===== config.mk =====
export PLATFORM = sky130hd
export DESIGN_NAME = hazard_scoreboard_flat
export DESIGN_NICKNAME = d
export VERILOG_FILES = /design/src/rtl/hazard_scoreboard_if.sv /design/src/rtl/hazard_scoreboard.sv /design/src/flat_wrapper.sv
export SDC_FILE = /design/constraint.sdc
export NUM_CORES = 1
export LEC_CHECK = 0
export CAP_MARGIN = 20
export CELL_PAD_IN_SITES_DETAIL_PLACEMENT = 1
export CELL_PAD_IN_SITES_GLOBAL_PLACEMENT = 2
export CORE_MARGIN = 2
export CORE_UTILIZATION = 26
export CTS_CLUSTER_DIAMETER = 30
export CTS_CLUSTER_SIZE = 10
export DETAILED_ROUTE_END_ITERATION = 7
export GPL_TIMING_DRIVEN = 0
export PLACE_DENSITY = 0.85
export SYNTH_ARGS = -nofsm -noshare
export SYNTH_HDL_FRONTEND = slang
export SYNTH_SLANG_ARGS = --single-unit

===== constraint.sdc =====
create_clock -name clk -period 2.6 [get_ports clk]
set_clock_uncertainty 0.2 [all_clocks]
set_input_delay 0.26 -clock clk [delete_from_list [all_inputs] [get_ports clk]]
set_output_delay 0.26 -clock clk [all_outputs]
set_load 0.02 [all_outputs]

===== src/rtl/hazard_scoreboard_if.sv =====
// Hazard-unit connection bundle between the core controller (master) and
// the hazard scoreboard (slave).
interface hazard_scoreboard_if #(
  parameter int REG_W = 5,
  parameter int CNT_W = 32
);
  logic [REG_W-1:0] rs_d, rt_d, rs_x, rt_x;
  logic [REG_W-1:0] write_reg_x, write_reg_m, write_reg_w;
  logic             reg_write_x, reg_write_m, reg_write_w;
  logic             mem_to_reg_x, mem_to_reg_m;
  logic             branch_d;
  logic             md_start_d;
  logic [REG_W-1:0] md_dest_d;
  logic             stall_clear;

  logic             stall_f, stall_d, flush_x;
  logic             fwd_a_d, fwd_b_d;
  logic [1:0]       fwd_a_x, fwd_b_x;
  logic             md_busy, md_done;
  logic [REG_W-1:0] md_dest;
  logic [CNT_W-1:0] stall_count;

  modport master (
    output rs_d, rt_d, rs_x, rt_x, write_reg_x, write_reg_m, write_reg_w,
           reg_write_x, reg_write_m, reg_write_w, mem_to_reg_x, mem_to_reg_m,
           branch_d, md_start_d, md_dest_d, stall_clear,
    input  stall_f, stall_d, flush_x, fwd_a_d, fwd_b_d, fwd_a_x, fwd_b_x,
           md_busy, md_done, md_dest, stall_count
  );

  modport slave (
    input  rs_d, rt_d, rs_x, rt_x, write_reg_x, write_reg_m, write_reg_w,
           reg_write_x, reg_write_m, reg_write_w, mem_to_reg_x, mem_to_reg_m,
           branch_d, md_start_d, md_dest_d, stall_clear,
    output stall_f, stall_d, flush_x, fwd_a_d, fwd_b_d, fwd_a_x, fwd_b_x,
           md_busy, md_done, md_dest, stall_count
  );
endinterface


===== src/rtl/hazard_scoreboard.sv =====
// Hazard/forwarding unit with a single-slot multi-cycle MD scoreboard and a
// saturating stall-cycle counter.
module hazard_scoreboard #(
  parameter int REG_W      = 5,
  parameter int MD_LATENCY = 4,
  parameter int CNT_W      = 32
) (
  input logic                clk,
  input logic                reset_n,
  hazard_scoreboard_if.slave bus
);

  typedef enum logic {IDLE, BUSY} md_state_e;

  md_state_e        state_q, state_d;
  logic [7:0]       cnt_q, cnt_d;
  logic [REG_W-1:0] dest_q, dest_d;
  logic [CNT_W-1:0] stall_cnt_q, stall_cnt_d;

  logic lw_stall, br_stall, md_stall, stall;
  logic busy;

  // Register 0 is hard-wired, so it never creates a dependency.
  function automatic logic reg_hit(logic [REG_W-1:0] a, logic [REG_W-1:0] b);
    return (a != '0) && (a == b);
  endfunction

  function automatic logic [1:0] fwd_sel(logic [REG_W-1:0] src);
    if (bus.reg_write_m && reg_hit(src, bus.write_reg_m))      return 2'b10;
    else if (bus.reg_write_w && reg_hit(src, bus.write_reg_w)) return 2'b01;
    else                                                       return 2'b00;
  endfunction

  function automatic logic [CNT_W-1:0] sat_inc(logic [CNT_W-1:0] v);
    return (&v) ? v : v + 1'b1;
  endfunction

  always_ff @(posedge clk) begin
    if (!reset_n) begin
      state_q     <= IDLE;
      cnt_q       <= '0;
      dest_q      <= '0;
      stall_cnt_q <= '0;
    end else begin
      state_q     <= state_d;
      cnt_q       <= cnt_d;
      dest_q      <= dest_d;
      stall_cnt_q <= stall_cnt_d;
    end
  end

  always_comb begin
    state_d = state_q;
    cnt_d   = cnt_q;
    dest_d  = dest_q;
    case (state_q)
      IDLE: begin
        if (bus.md_start_d && !stall) begin
          state_d = BUSY;
          cnt_d   = 8'(MD_LATENCY - 1);
          dest_d  = bus.md_dest_d;
        end
      end
      BUSY: begin
        if (cnt_q == '0) state_d = IDLE;
        else             cnt_d   = cnt_q - 1'b1;
      end
      default: state_d = IDLE;
    endcase
  end

  // Clear wins over increment, so clearing during a stall lands on zero.
  always_comb begin
    stall_cnt_d = stall_cnt_q;
    if (bus.stall_clear) stall_cnt_d = '0;
    else if (stall)      stall_cnt_d = sat_inc(stall_cnt_q);
  end

  always_comb begin
    busy     = (state_q == BUSY);
    lw_stall = bus.mem_to_reg_x &&
               (reg_hit(bus.rs_d, bus.write_reg_x) || reg_hit(bus.rt_d, bus.write_reg_x));
    br_stall = bus.branch_d &&
               ((bus.reg_write_x &&
                 (reg_hit(bus.rs_d, bus.write_reg_x) || reg_hit(bus.rt_d, bus.write_reg_x))) ||
                (bus.mem_to_reg_m &&
                 (reg_hit(bus.rs_d, bus.write_reg_m) || reg_hit(bus.rt_d, bus.write_reg_m))));
    // md_start_d while busy is a structural hazard: one MD op in flight.
    md_stall = busy &&
               (reg_hit(bus.rs_d, dest_q) || reg_hit(bus.rt_d, dest_q) || bus.md_start_d);
    stall    = lw_stall || br_stall || md_stall;

    bus.stall_f     = stall;
    bus.stall_d     = stall;
    bus.flush_x     = stall;
    bus.fwd_a_d     = bus.reg_write_m && reg_hit(bus.rs_d, bus.write_reg_m);
    bus.fwd_b_d     = bus.reg_write_m && reg_hit(bus.rt_d, bus.write_reg_m);
    bus.fwd_a_x     = fwd_sel(bus.rs_x);
    bus.fwd_b_x     = fwd_sel(bus.rt_x);
    bus.md_busy     = busy;
    bus.md_done     = busy && (cnt_q == '0);
    bus.md_dest     = dest_q;
    bus.stall_count = stall_cnt_q;
  end

endmodule


===== src/flat_wrapper.sv =====
// flat-port wrapper written by rule: the top's interface ports become plain ports
module hazard_scoreboard_flat 
#(
  parameter int REG_W      = 5,
  parameter int MD_LATENCY = 4,
  parameter int CNT_W      = 32
)
  (clk, reset_n, bus_rs_d, bus_rt_d, bus_rs_x, bus_rt_x, bus_write_reg_x, bus_write_reg_m, bus_write_reg_w, bus_reg_write_x, bus_reg_write_m, bus_reg_write_w, bus_mem_to_reg_x, bus_mem_to_reg_m, bus_branch_d, bus_md_start_d, bus_md_dest_d, bus_stall_clear, bus_stall_f, bus_stall_d, bus_flush_x, bus_fwd_a_d, bus_fwd_b_d, bus_fwd_a_x, bus_fwd_b_x, bus_md_busy, bus_md_done, bus_md_dest, bus_stall_count);
  hazard_scoreboard_if #(.REG_W(REG_W), .CNT_W(CNT_W)) bus_i ();
  input logic clk;
  input logic reset_n;
  input wire logic [$bits(bus_i.rs_d)-1:0] bus_rs_d;
  input wire logic [$bits(bus_i.rt_d)-1:0] bus_rt_d;
  input wire logic [$bits(bus_i.rs_x)-1:0] bus_rs_x;
  input wire logic [$bits(bus_i.rt_x)-1:0] bus_rt_x;
  input wire logic [$bits(bus_i.write_reg_x)-1:0] bus_write_reg_x;
  input wire logic [$bits(bus_i.write_reg_m)-1:0] bus_write_reg_m;
  input wire logic [$bits(bus_i.write_reg_w)-1:0] bus_write_reg_w;
  input wire logic [$bits(bus_i.reg_write_x)-1:0] bus_reg_write_x;
  input wire logic [$bits(bus_i.reg_write_m)-1:0] bus_reg_write_m;
  input wire logic [$bits(bus_i.reg_write_w)-1:0] bus_reg_write_w;
  input wire logic [$bits(bus_i.mem_to_reg_x)-1:0] bus_mem_to_reg_x;
  input wire logic [$bits(bus_i.mem_to_reg_m)-1:0] bus_mem_to_reg_m;
  input wire logic [$bits(bus_i.branch_d)-1:0] bus_branch_d;
  input wire logic [$bits(bus_i.md_start_d)-1:0] bus_md_start_d;
  input wire logic [$bits(bus_i.md_dest_d)-1:0] bus_md_dest_d;
  input wire logic [$bits(bus_i.stall_clear)-1:0] bus_stall_clear;
  output wire logic [$bits(bus_i.stall_f)-1:0] bus_stall_f;
  output wire logic [$bits(bus_i.stall_d)-1:0] bus_stall_d;
  output wire logic [$bits(bus_i.flush_x)-1:0] bus_flush_x;
  output wire logic [$bits(bus_i.fwd_a_d)-1:0] bus_fwd_a_d;
  output wire logic [$bits(bus_i.fwd_b_d)-1:0] bus_fwd_b_d;
  output wire logic [$bits(bus_i.fwd_a_x)-1:0] bus_fwd_a_x;
  output wire logic [$bits(bus_i.fwd_b_x)-1:0] bus_fwd_b_x;
  output wire logic [$bits(bus_i.md_busy)-1:0] bus_md_busy;
  output wire logic [$bits(bus_i.md_done)-1:0] bus_md_done;
  output wire logic [$bits(bus_i.md_dest)-1:0] bus_md_dest;
  output wire logic [$bits(bus_i.stall_count)-1:0] bus_stall_count;
  assign bus_i.rs_d = bus_rs_d;
  assign bus_i.rt_d = bus_rt_d;
  assign bus_i.rs_x = bus_rs_x;
  assign bus_i.rt_x = bus_rt_x;
  assign bus_i.write_reg_x = bus_write_reg_x;
  assign bus_i.write_reg_m = bus_write_reg_m;
  assign bus_i.write_reg_w = bus_write_reg_w;
  assign bus_i.reg_write_x = bus_reg_write_x;
  assign bus_i.reg_write_m = bus_reg_write_m;
  assign bus_i.reg_write_w = bus_reg_write_w;
  assign bus_i.mem_to_reg_x = bus_mem_to_reg_x;
  assign bus_i.mem_to_reg_m = bus_mem_to_reg_m;
  assign bus_i.branch_d = bus_branch_d;
  assign bus_i.md_start_d = bus_md_start_d;
  assign bus_i.md_dest_d = bus_md_dest_d;
  assign bus_i.stall_clear = bus_stall_clear;
  assign bus_stall_f = bus_i.stall_f;
  assign bus_stall_d = bus_i.stall_d;
  assign bus_flush_x = bus_i.flush_x;
  assign bus_fwd_a_d = bus_i.fwd_a_d;
  assign bus_fwd_b_d = bus_i.fwd_b_d;
  assign bus_fwd_a_x = bus_i.fwd_a_x;
  assign bus_fwd_b_x = bus_i.fwd_b_x;
  assign bus_md_busy = bus_i.md_busy;
  assign bus_md_done = bus_i.md_done;
  assign bus_md_dest = bus_i.md_dest;
  assign bus_stall_count = bus_i.stall_count;
  hazard_scoreboard #(.REG_W(REG_W), .MD_LATENCY(MD_LATENCY), .CNT_W(CNT_W)) u_core (.clk(clk), .reset_n(reset_n), .bus(bus_i));
endmodule

==> results by group, run 1 <==
Run status
  – Status: completed

Final layout
  – Fillcell total: 1,368
  – Post-layout nets: ~540
  – Most frequent cells in the layout: 74 x clkdlybuf4s50_1, 44 x dfxtp_1, 36 x xnor2_1, 34 x nand3_1, 27 x nand2_1
  – Diodes inserted: 0
  – FF/Latch Area: slightly above 900 um^2
  – Layout area overhead: 47.5%
  – Area of the multi-input gates: around 2000 um^2
  – Most common library cell in the layout ignoring fill and taps: clkdlybuf4s50_1
  – Layout cells sized above 1: 0.144

Floorplanning
  – Die X: roughly 110 um
  – Starting Density: 0.266
  – Num rows: 39
  – Die area: around 13,000 um^2
  – Core area: around 11,000 um^2
  – Die height: between 100 and 150 um
  – I/O pins: around 100

Global routing
  – GR Overflow Total: 0
  – First-pass GRT wire length: 17,800 um
  – Largest net degree at the start of global routing: 16
  – Total track usage: 0.174
  – Antenna violations before repair: 0
  – Vias in the first global route: ~3,400

Clock network
  – H-Tree Depth: 2
  – Clk Latency, worst-skew pair: between 200 and 300 ps
  – Max Buffers Root-to-Sink: 2
  – CTS root buffer: clkbuf_16
  – TritonCTS clock tree: yes
  – Clock Sinks: 46
  – Hold-fix buffers, CTS: 0
  – Worst-path clk slew: around 60 ps
  – Number of buffers created by CTS: 5

Synth
  – Syn Nets: 430
  – Avg Cell Area, Syn: between 8 and 9 um^2
  – Post-synthesis cell type count: 43
  – Ys Warns: 0
  – Synth Register Bits: 46
  – Share of the synthesized area in the top cell type: 0.304
  – Seq/Total Area, Yosys: 0.304
  – Synth top area cells: dfxtp_1 30%, xnor2_1 10%, nand3_1 5.8%, xor2_1 4.9%, or3_1 4.7%
  – Netlist Area Pre-Place: between 3000 and 4000 um^2
  – Synthesized netlist cell count: 378
  – Cell taking the most area after synthesis: dfxtp_1

Setup path
  – Arrival @ worst endpoint: about 2100 ps
  – Critical Path RT: ~2100 ps
  – CP max FO: 4
  – Cell family with most CP delay: simple AND/OR/NAND/NOR gates
  – Crit path launch type: input port
  – Crit. End Element: output port
  – Crit path max-delay cell type: or4_4
  – Crit path kind: in -> out
  – Max incr delay on CP: approximately 540 ps
  – Worst Path Buf+Inv: 6
  – Crit-path cells: buf_6 -> or4_4 -> nor2_4 -> buf_4 -> nor4_2 -> o21ai_1 -> and3_4 -> buf_8 -> inv_6 -> buf_4 -> buf_6

STA
  – Period utilization: 0.976
  – Fmax achieved: ~400 MHz
  – Finish-stage setup viols: 0
  – Hold_ws: 155 ps
  – Slew Limit Headroom: 0.500
  – Final worst setup slack: 62.8 ps
  – Worst-Margin Slew: between 700 and 800 ps
  – Slew Viols, Final: 0
  – Fin crit period: between 2000 and 3000 ps
  – Total Neg Setup Slack: 0 ps
  – Final Hold Vio Count: 0

Drt
  – Routed WL per cell: around 18 um
  – DRC errors left: 0
  – Drt pass-1 iters: 4
  – DR vias/cell: 5.30
  – ANT nets after route: 0
  – Initial DRC Count: between 100 and 150
  – WL final: 11,200 um
  – Vias: 3,334

Placement
  – DP HPWL: roughly 8300 um
  – Port bufs: between 90 and 100
  – Place WS: -1050 ps
  – RePlAce Congestion: roughly 0.9

Pwr
  – Leak Pwr: ~1.5 nW
  – Peak VDD IR: around 0.26 mV
  – Total power: 2.14 mW
  – P per Cell Area: ~480 nW/um^2

Worst hold path
  – Hold Crit Class: in -> reg

Run
  – Maxcap violations: 0
[flip-flops by register name (all words and copies together), names as in the netlist]
signal	flops
u_core.bus.stall_count	32
u_core.bus.md_dest	5
u_core.cnt_q	8
u_core.bus.md_busy	1
[what timing repair did]
item | 4_1_cts | 5_1_grt
pin swaps | 9 | 10
cloned | 0 | 0
setup endpoints to repair | 41 | 38
gates resized for setup | 75 | 34
setup buffers | 4 | 3
[synth_stat cells, drive strengths merged]
library cell  number
o2bb2ai            1
a31oi              1
o32ai              1
o31ai              5
o31a               2
o21a               1
or4               18
or3               23
nor4              12
nand2             27
buf               12
nand2b             2
and2               4
clkbuf             8
o21ai             27
dfxtp             46
a21o               1
inv                8
and4               4
o211ai             9
ha                 2
and3               5
xor2              17
nor3               7
a31o               1
xnor2             36
nor2b              1
a211oi             1
a21oi             27
nand3             35
nor2              17
nand4             17
[metal layers]
layer / part of all wire / vias to the layer above / GRT usage
met4: 0.0098 / 0 / 0.0431
met2: 0.49 / 81 / 0.301
li1: - / 1613 / -
met3: 0.046 / 10 / 0.0265
met1: 0.46 / 1630 / 0.227
met5: 0 / - / 0
[power breakdown]
part	internal (mW)	switching, mW	leakage (nW)	total, mW
clock network	0.553	0.286	0.0940	0.838
registers	0.733	0.0342	0.373	0.768
logic	0.247	0.285	1.02	0.532
total	1.53	0.605	1.49	2.14
[worst paths after layout]
kind         slack [ps]  cells past startpoint                       from                         end
max                  60                     11                bus_rs_d[4]                 bus_stall_d
max reg2reg         130                      8  u_core.bus.stall_count[8]  u_core.bus.stall_count[21]
min reg2reg         290                      2            u_core.cnt_q[0]             u_core.cnt_q[0]
min                 160                      3                    reset_n       u_core.bus.md_dest[4]
[area by class of cell]
| type | instances | share of cell area |
|---|---|---|
| Multi-Input combinational cell | 304 | 0.455 |
| Timing Repair Buffer | 101 | 0.217 |
| Sequential cell | 46 | 0.206 |
| Tap cell | 143 | 0.0400 |
| Buffer | 19 | 0.0310 |
| Clock buffer | 5 | 0.0280 |
| Clock inverter | 3 | 0.0154 |
| Inverter | 8 | 0.00783 |
[tightest hold or removal path, delay by kind of cell]
kind | cells | cell delay [ps]
compound gates | 1 | 60
buf+inv | 1 | 170
simple gates | 1 | 100
[logic make-up after synthesis]
group / count (synthesis) / synth area share
adder cells (fa/ha/maj): 2 / 0.00825
AO/OA/AOI/OAI: 77 / 0.154
flip-flops: 46 / 0.304
AND/OR/NAND/NOR: 172 / 0.325
buffers and inverters: 28 / 0.0557
XOR/XNOR: 53 / 0.153
[metrics by stage]
stage	area, um^2	util	std cells
2_1_floorplan	3030	-	378
3_3_place_gp	4150	0.364	615
3_5_place_dp	4150	0.364	615
4_1_cts	4390	0.384	627
5_1_grt	4480	0.392	629
6_report	4480	0.392	629
No activity file was read; power rests on OpenSTA's default activity.
==> run 2, diff against run 1 <==
--- a/config.mk
+++ b/config.mk
@@ -17,2 +17,3 @@
 export PLACE_DENSITY = 0.85
+export SKIP_LAST_GASP = 1
 export SYNTH_ARGS = -nofsm -noshare
--- a/constraint.sdc
+++ b/constraint.sdc
@@ -4,2 +4,2 @@
 set_output_delay 0.26 -clock clk [all_outputs]
-set_load 0.02 [all_outputs]
+set_load 0.05 [all_outputs]
==> run 2 against run 1 <==
Against the previous run: the run now ends with setup timing left; fmax fell by 3.3%; count of clock-buffer cells in the layout did not move; sequential share of layout area fell by 0.13 points; clock power fell by 13%; first-iteration DRC count fell by 9.5%; via count rose by 0.93%; critical endpoint is now bus_stall_f.
==> results by group, run 2 (same netlist as run 1, synthesis figures left out) <==
Drt
  – Highest Signal Layer: met4 (unchanged)
  – Drt pass-1 iters: 4 (unchanged)
  – Vias: 3,365 (was 3,334)
  – Initial DRC Count: 133 (was 147)
  – Routed WL per cell: 17.4 um (was 17.8 um)
  – Met3 WL post-DR: 465 um (was 520 um)
  – WL final: 11,100 um (was 11,200 um)
  – DRC errors left: 0 (unchanged)
  – Met2 wire length: 5420 um (was 5460 um)
  – ANT nets after route: 0 (unchanged)
  – DR vias/cell: 5.27 (was 5.30)
  – Wl on met1: 5140 um (was 5120 um)

STA
  – Period utilization: 1.01 (was 0.976)
  – Final worst setup slack: -24.4 ps (was 62.8 ps)
  – Slew Limit Headroom: 0.509 (was 0.500)
  – Final Hold Vio Count: 0 (unchanged)
  – Worst-Margin Slew: 734 ps (was 747 ps)
  – Fmax achieved: 381 MHz (was 394 MHz)
  – Fin crit period: 2620 ps (was 2540 ps)
  – Finish-stage setup viols: 2 (was 0)
  – RSZ-0062 raised after global routing: true
  – Slew Viols, Final: 0 (unchanged)
  – Total Neg Setup Slack: -48.6 ps (was 0 ps)

Setup path
  – Max incr delay on CP: 540 ps (about the same)
  – CP startpoint: bus_rs_d[2] (was bus_rs_d[4])
  – Cell family with most CP delay: simple AND/OR/NAND/NOR gates (unchanged)
  – Crit. End Element: output port (unchanged)
  – Arrival @ worst endpoint: 2160 ps (was 2080 ps)
  – CP max FO: 4 (unchanged)
  – Crit path kind: in -> out (unchanged)
  – RR Startpoint: u_core.bus.md_dest[4] (was u_core.bus.stall_count[8])
  – Critical Path RT: 2140 ps (about the same)
  – Crit-path cells: buf_8 -> or4_4 -> nor2_4 -> nor4_2 -> o31ai_1 -> and3_1 -> buf_6 -> buf_8 -> clkinvlp_4 -> buf_8 -> buf_8 (was buf_6 -> or4_4 -> nor2_4 -> buf_4 -> nor4_2 -> o21ai_1 -> and3_4 -> buf_8 -> inv_6 -> buf_4 -> buf_6)
  – Most common cell on crit path: buf_8
  – Crit path max-delay cell type: or4_4 (unchanged)
  – Worst Path Buf+Inv: 6 (unchanged)
  – Crit path launch type: input port (unchanged)

Run status
  – Failing checks: setup timing
  – Status: finished, violations left (was completed)

Pwr
  – Peak VDD IR: 0.259 mV (was 0.261 mV)
  – P per Cell Area: 460 nW/um^2 (was 478 nW/um^2)
  – Leak Pwr: 1.54 nW (was 1.49 nW)
  – Logic gate share of total power: 0.288 (was 0.249)
  – Clock share of power: 0.346 (was 0.392)
  – Register share of total power: 0.366 (was 0.359)
  – Sw Ratio: 0.309 (was 0.283)
  – Internal power component: 1.45 mW (was 1.53 mW)
  – Psw: 0.650 mW (was 0.605 mW)

Final layout
  – Layout cells sized above 1: 0.180 (was 0.144)
  – Most frequent cells in the layout: 68 x clkdlybuf4s50_1, 38 x dfxtp_1, 36 x xnor2_1, 34 x nand3_1, 27 x nand2_1 (was 74 x clkdlybuf4s50_1, 44 x dfxtp_1, 36 x xnor2_1, 34 x nand3_1, 27 x nand2_1)
  – Post-layout nets: 546 (was 537)
  – Layout area overhead: 50.5% (was 47.5%)
  – Diodes inserted: 0 (unchanged)
  – Most common library cell in the layout ignoring fill and taps: clkdlybuf4s50_1 (unchanged)
  – Max FFs per register: 32 (unchanged)
  – Fillcell total: 1,368 (unchanged)
  – Final Util: 0.400 (was 0.392)

Clock network
  – Worst-path clk slew: 60 ps (about the same)
  – TritonCTS clock tree: yes (unchanged)
  – H-Tree Depth: 2 (unchanged)
  – Clk Latency, worst-skew pair: 290 ps (about the same)
  – Max Buffers Root-to-Sink: 2 (unchanged)
  – CTS root buffer: clkbuf_16 (unchanged)
  – Hold-fix buffers, CTS: 0 (unchanged)
  – Number of buffers created by CTS: 5 (unchanged)
  – Clock Sinks: 46 (unchanged)

Floorplanning
  – Die area: 12,500 um^2 (unchanged)
  – Core area: 11,400 um^2 (unchanged)
  – Num rows: 39 (unchanged)
  – Starting Density: 0.266 (unchanged)
  – I/O pins: 98 (unchanged)
  – Die height: 112 um (unchanged)
  – Die X: 112 um (unchanged)

Global routing
  – GR Overflow Total: 0 (unchanged)
  – Antenna violations before repair: 0 (unchanged)
  – Total track usage: 0.176 (was 0.174)
  – Vias in the first global route: 3,501 (was 3,449)
  – Largest net degree at the start of global routing: 15 (was 16)
  – First-pass GRT wire length: 18,200 um (was 17,800 um)

Placement
  – Place WS: -1220 ps (was -1050 ps)
  – DP HPWL: 8210 um (was 8340 um)
  – Port bufs: 94 (unchanged)
  – RePlAce Congestion: 0.897 (was 0.879)

Worst hold path
  – Worst Min Path Start: reset_n (unchanged)
  – Hold Crit Class: in -> reg (unchanged)

Run
  – Maxcap violations: 0 (unchanged)
## run 2: cell types whose count changed in the layout (fill, tap and decap cells not counted), sizes merged, moves of 2 or more
| cell | before | now |
|---|---|---|
| buf | 32 | 40 |
| clkbuf | 12 | 14 |
| clkdlybuf4s15 | 0 | 3 |
| clkdlybuf4s50 | 74 | 68 |
| dlymetal6s2s | 1 | 3 |
## run 2: power by group through the flow
stage,logic [mW],clock network [mW],registers [mW]
floorplan,0.326,0,0.809
global placement,0.562,0,0.783
CTS,0.606,0.748,0.769
finish,0.606,0.727,0.769
global route,0.658,0.781,0.774
detailed placement,0.574,0,0.785
## run 2: layout make-up
cell class,count,area [um^2],share of cell area
inverters,8,33.8,0.00740
flip-flops and latches,46,936,0.205
repair buffers,109,1050,0.229
multi-input cells,304,2040,0.446
clock buffers,5,125,0.0274
well taps,143,179,0.0392
clock inverters,3,40.0,0.00877
plain buffers,20,168,0.0367
## run 2: routing by layer
metal	up-vias	track usage
met5	-	0
met4	0	0.0374
met3	6	0.0211
met2	87	0.304
met1	1638	0.239
li1	1634	-
## run 2: final timing paths
kind                                end  slack (ps)  cells after the start
max reg2reg  u_core.bus.stall_count[20]          60                     10
min               u_core.bus.md_dest[1]         190                      3
min reg2reg             u_core.cnt_q[0]         290                      2
max                         bus_stall_f         -20                     11
## run 2: tightest hold or removal path, cell delays in order
cell	delay, ps
clkbuf_1	200
nand2_1	120
o21ai_0	60
## run 2: timing repair
item                       4_1_cts  5_1_grt
setup endpoints to repair       42       36
resized for setup              105       17
pin swaps                       15        8
buffers inserted                10        5
## run 2: through the flow
step	area [um^2]	hold WS, ps	instances	total power, mW
6_report	4570	190	638	2.10
2_1_floorplan	3100	190	378	1.13
3_3_place_gp	4220	268	615	1.34
4_1_cts	4500	190	633	2.12
5_1_grt	4570	230	638	2.21
3_5_place_dp	4220	288	615	1.36
==> RTL change 1, RTL diff (settings of run 1) <==
`CNT_W` is set to 32 in 3 places; all go to 28.
--- a/src/rtl/hazard_scoreboard_if.sv
+++ b/src/rtl/hazard_scoreboard_if.sv
@@ -4,3 +4,3 @@
   parameter int REG_W = 5,
-  parameter int CNT_W = 32
+  parameter int CNT_W = 28
 );
--- a/src/rtl/hazard_scoreboard.sv
+++ b/src/rtl/hazard_scoreboard.sv
@@ -5,3 +5,3 @@
   parameter int MD_LATENCY = 4,
-  parameter int CNT_W      = 32
+  parameter int CNT_W      = 28
 ) (
--- a/src/flat_wrapper.sv
+++ b/src/flat_wrapper.sv
@@ -5,3 +5,3 @@
   parameter int MD_LATENCY = 4,
-  parameter int CNT_W      = 32
+  parameter int CNT_W      = 28
 )
Ports: changed (resized bus_stall_count); port bits go from 98 to 94. No check against the original RTL was run, so the function may have changed too.
==> RTL change 1 against run 1 <==
  * The run now ends with negative setup slack left
  * Maximum frequency decreased by 2.7%
  * Non-clock buffer count increased by 9
  * Routed wire length down 14%
  * Clock power down 36%
  * Total power shrank 18%
  * Synthesized cell count shrank 12%
  * Worst setup slack worse by 0.070 ns
  * Critical endpoint is now u_core.bus.stall_count[21]
  * Final cell count is 5.9% lower
  * Final area decreased by 3.2%
  * Largest power group is now registers
  * Sequential cell count shrank 4
  * Area after synthesis fell by 11%
  * Die area down 11%
==> RTL change 1: results (changes against run 1) <==
Run status:
- The run finished, with violations left.
- The checks that failed: negative setup slack.

Global route:
- The first-pass GRT wire length is 15700 um (-12%).
- The maximum number of pins on one net before global-route repair came to 14 (-2).
- The overall global routing resource usage is 0.172 (-0.00185).

Cells and area:
- The multi-input gate area in the final layout was 0.00198 mm2 (-2.6%).
- The flip-flop count of the largest register, all copies and words added came to 28 (-13%).
- The share of cells above drive strength 1 is 0.241 (+0.0972).
- The total number of nets in the final design came to 507 (-5.6%).
- The fill cell total of the finished layout is 1201 (-12%).

Placed design:
- The sum of net half-perimeters after detailed placement is 6950 um (-17%).
- The pre-CTS setup slack is -1.43 ns (-0.382 ns).
- The number of buffers inserted by port buffering is 91 (-3.2%).

Timing:
- The final worst slack was -0.00753 ns (-0.0704 ns).
- The worst hold slack is 0.299 ns (+0.144 ns).
- The number of endpoints failing setup at the final stage is 2 (+2).
- The headroom to the max-slew limit is 0.642 (+0.142).

Routing:
- The via count came to 2875 (-14%).
- The number of DRC markers in iteration 0 is 61 (-59%).

Logic synthesis:
- The post-synthesis compound-gate area fraction is 0.0751 (-0.0791).
- Ranked by instance count, the synthesized netlist is headed by 55 x sky130_fd_sc_hd__xnor2_1, 42 x sky130_fd_sc_hd__dfxtp_1, 38 x sky130_fd_sc_hd__nor2_1.
- The share of the yosys chip area belonging to registers is 0.312 (+0.00804).
- The fraction of synthesized cell area taken by the top area cell type is 0.312 (+0.00804).
- The share of cell area taken by muxes after synthesis was 0.0185 (+0.0185).
- The net count after synthesis is 385 (-10%).

Worst setup path:
- The arrival time of data at the critical path endpoint is 2.64 ns (+0.56 ns).
- The largest fanout on the critical path is 6 (+2).
- The register-to-register path setup slack is 0.04 ns (-0.09 ns).

Power and ir drop:
- The internal power is 1.21 mW (-21%).
- The power dissipated in the clock network is 535 uW (-36%).
- The peak supply drop was 0.000281 V (+7.7%).

Min path:
- The tightest min-delay check is of the reg -> reg type.

Clocking:
- In this run the clock root is driven by a sky130_fd_sc_hd__clkbuf_8.
==> RTL change 1: through the flow <==
| step | cells | setup TNS, ns | power (mW) |
|---|---|---|---|
| after floorplan | 333 | 0 | 0.958 |
| after global placement | 560 | -34.41 | 1.15 |
| after detailed placement | 560 | -36.22 | 1.16 |
| after CTS | 575 | -0.0259 | 1.73 |
| final | 592 | -0.0124 | 1.75 |
| after global routing | 592 | -0.549 | 1.84 |
==> RTL change 1: final timing paths <==
kind,startpoint,endpoint,cells after the start
setup reg to reg,u_core.bus.stall_count[4],u_core.bus.stall_count[21],8
hold reg to reg,u_core.cnt_q[2],u_core.cnt_q[2],2
setup / recovery,bus_write_reg_x[4],u_core.bus.stall_count[21],10
hold / removal,u_core.cnt_q[2],u_core.cnt_q[2],2
==> RTL change 1: worst max-delay path, cell delays in order <==
cell                            delay (ns)
sky130_fd_sc_hd__dlygate4sd2_1        0.26
sky130_fd_sc_hd__xnor2_1              0.18
sky130_fd_sc_hd__nand3_1              0.13
sky130_fd_sc_hd__or4_1                0.52
sky130_fd_sc_hd__a21oi_2              0.24
sky130_fd_sc_hd__nor3_4               0.09
sky130_fd_sc_hd__buf_4                0.18
sky130_fd_sc_hd__or2_4                0.28
sky130_fd_sc_hd__or3_1                0.36
sky130_fd_sc_hd__a21oi_2              0.13
==> RTL change 1: layout make-up <==
cell class,count,area share
clock buffers,6,0.0168
clock inverters,2,0.00867
repair buffers,116,0.248
well taps,136,0.0393
multi-input cells,270,0.458
inverters,7,0.00665
flip-flops and latches,42,0.201
plain buffers,13,0.0220
==> RTL change 1: routing by layer <==
metal  vias up  track usage  part of all wire
li1       1404            -                 -
met1      1372        0.218              0.45
met2        86        0.291              0.47
met3        13       0.0470             0.063
met4         0       0.0357             0.012
met5         -            0                 0
==> RTL change 2, RTL diff (flow settings as in run 1) <==
Made on the original files. Make the reset (`reset_n`) asynchronous in one clocked block.
--- a/src/rtl/hazard_scoreboard.sv
+++ b/src/rtl/hazard_scoreboard.sv
@@ -37,3 +37,3 @@
 
-  always_ff @(posedge clk) begin
+  always_ff @(posedge clk or negedge reset_n) begin
     if (!reset_n) begin
Check against the original RTL: differs if reset_n is asserted again (counterexample within 4 cycles, from zero or initial values and one cycle with reset_n low); with reset_n held inactive, the same outputs for 10 cycles.
==> RTL change 2 against run 1 <==
  * Worst setup slack worse by 0.040 ns
  * Worst hold slack better by 0.10 ns
  * Combinational power is 31% lower
  * Utilization is 2.8 points higher
  * Area after synthesis is 5.3% higher
  * Sequential power is 6.0% lower
  * Synthesized cell count is 3.2% lower
  * Routed wire length is 3.6% higher
  * Total power is 14% lower
  * Sequential cell count stayed put
  * Final area is 13% higher
  * Global-route usage is 0.15 points higher
  * Largest cell class unchanged
  * Highest routed layer unchanged
==> RTL change 2: results (changes against run 1) <==
Logic synthesis:
- The number of warnings printed during yosys synthesis is 0 (unchanged).
- By area the synthesized netlist is led by sky130_fd_sc_hd__dfrtp_1 36%, sky130_fd_sc_hd__xnor2_1 9.3%, sky130_fd_sc_hd__or3_1 4.7%.
- The net count after synthesis is 418 (-2.8%).
- The count of different cell masters after synthesis is 40 (-7.0%).
- The share of flip-flops with an asynchronous set or reset is 1.00 (+1.00).
- The commonest cells after synthesis are 46 x sky130_fd_sc_hd__dfrtp_1, 34 x sky130_fd_sc_hd__xnor2_1, 28 x sky130_fd_sc_hd__o21ai_0.
- The share of the yosys chip area belonging to registers came to 0.360 (+0.0567).

Placed design:
- The number of buffers inserted by port buffering came to 95 (+1.1%).
- The global placer's final weighted congestion is 0.849 (-3.4%).
- The sum of net half-perimeters after detailed placement was 8400 um (+0.72%).

Routing:
- The number of DRC markers in iteration 0 is 80 (-46%).
- The total detailed-routing wirelength was 11600 um (+3.6%).
- The average via count per standard cell is 5.23 (-1.4%).
- The number of search-and-repair iterations in the first detailed-routing pass is 4 (unchanged).

Worst setup path:
- The highest-delay cell along the critical path is sky130_fd_sc_hd__or4_4.
- The arrival time of data at the critical path endpoint is 2.12 ns (+0.04 ns).
- The largest fanout on the critical path was 5 (+1).
- The kind of cell with the highest combined delay on the critical path is simple AND/OR/NAND/NOR gates.
- The longest individual stage delay on the worst path is about 0.53 ns.

Clocking:
- The number of buffers on the longest clock path is 2 (unchanged).
- The number of buffers inserted during clock tree synthesis is 5 (unchanged).
- The number of buffers inserted by post-CTS setup repair is 8 (+4).
- The quantity of gates resized following cts was 129 (+72%).
- The maximum level of the CTS H-tree is 2 (unchanged).
- The clock root buffer is sky130_fd_sc_hd__clkbuf_16.
- The hold buffer count at CTS was 1 (+1).
- The clock-pin slew on the worst setup and hold paths is 0.06 ns (about the same).
- The clock reaches the later pin of the worst-skew pair after 0.30 ns.

Global route:
- The overall global routing resource usage is 0.175 (+0.00152).
- The initial antenna violation count is 0 (unchanged).
- The first-pass GRT wire length is 18200 um (+2.1%).
- The maximum number of pins on one net before global-route repair is 28 (+12).
- The via count of the first global-routing pass is 3569 (+3.5%).

Timing:
- The slew at the pin closest to its max-slew limit came to 0.617 ns (-0.131 ns).

Cells and area:
- The share of cells above drive strength 1 was 0.251 (+0.107).
- The total number of nets in the final design is 545 (+1.5%).
- The antenna diode count was 0 (unchanged).
- The fill cell total of the finished layout is 1379 (+0.80%).
- The flip-flop count of the largest register, all copies and words added is 32 (unchanged).

Min path:
- The path class of the tightest hold or removal check is in -> async.

Power and ir drop:
- The peak supply drop is 0.000200 V (-23%).
- The leakage power figure is 2.00 nW (+34%).
- The switching share of power is 0.256 (-0.0268).

Run status:
- The run finished with clean final reports.
-- RTL change 2: worst paths after layout --
kind | start | to | slack (ns) | depth (start not counted)
max | bus_rs_d[0] | bus_stall_f | 0.02 | 11
min | reset_n | u_core.cnt_q[7] | 0.26 | 2
max reg2reg | u_core.bus.stall_count[3] | u_core.bus.stall_count[27] | 0.06 | 7
min reg2reg | u_core.cnt_q[3] | u_core.cnt_q[3] | 0.33 | 1
max in group asynchronous | reset_n | u_core.bus.stall_count[17] | 1.41 | 3
min in group clk | u_core.cnt_q[3] | u_core.cnt_q[3] | 0.33 | 1
-- RTL change 2: logic make-up (layout without fill, tap and decap cells) --
| kind of cell | Yosys count | after routing | synth area share |
|---|---|---|---|
| adders and majority gates | 2 | 2 | 0.00783 |
| muxes | 14 | 14 | 0.0493 |
| AOI/OAI and AO/OA | 64 | 64 | 0.108 |
| xor gates and xnor gates | 50 | 50 | 0.137 |
| buffers and inverters | 26 | 154 | 0.0388 |
| and+or+nand+nor | 164 | 164 | 0.299 |
| DFF | 46 | 46 | 0.360 |
-- RTL change 2: worst register-to-register path, cell delays in order (launching register included) --
cell and delay, ns:
sky130_fd_sc_hd__dfrtp_1 0.41, sky130_fd_sc_hd__and3_1 0.25, sky130_fd_sc_hd__and2_4 0.22, sky130_fd_sc_hd__and3_1 0.19, sky130_fd_sc_hd__and3_1 0.19, sky130_fd_sc_hd__or4_4 0.51, sky130_fd_sc_hd__or3_1 0.31, sky130_fd_sc_hd__a21oi_1 0.18
-- RTL change 2: metrics by stage --
step	instance area, um2	setup slack [ns]	TNS (ns)	cells	hold slack [ns]
after global routing	5040	-0.0348	-0.0685	641	0.306
final	5040	0.0226	0	641	0.258
after floorplan	3200	0.0309	0	366	-0.236
after CTS	4700	-0.0206	-0.0405	624	0.271
after global placement	4330	-1.23	-44.59	608	0.310
after detailed placement	4350	-1.40	-35.80	609	0.0614
-- RTL change 2: per-layer routing --
metal / GRT usage / routed length (um) / vias up
met3: 0.0406 / 531 / 22
met2: 0.308 / 6030 / 79
met1: 0.207 / 4790 / 1667
li1: - / - / 1582
met4: 0.0675 / 274 / 0
met5: 0 / 0 / -
-- RTL change 2: area by class of cell --
type	count	area [um2]	area share
clock buffer	7	133	0.0263
multi-input combinational	294	2170	0.431
sequential	46	1160	0.230
buffer	18	136	0.0270
tap	147	184	0.0365
inverter	5	23.8	0.00471
timing repair buffer	123	1210	0.239
clock inverter	1	30.0	0.00595
-- RTL change 2: power groups by stage --
stage / registers [mW] / logic (mW) / clock network, mW
global route: 0.722 / 0.395 / 0.800
CTS: 0.722 / 0.326 / 0.766
finish: 0.722 / 0.366 / 0.744
floorplan: 0.739 / 0.120 / 0
detailed placement: 0.736 / 0.293 / 0
global placement: 0.736 / 0.279 / 0
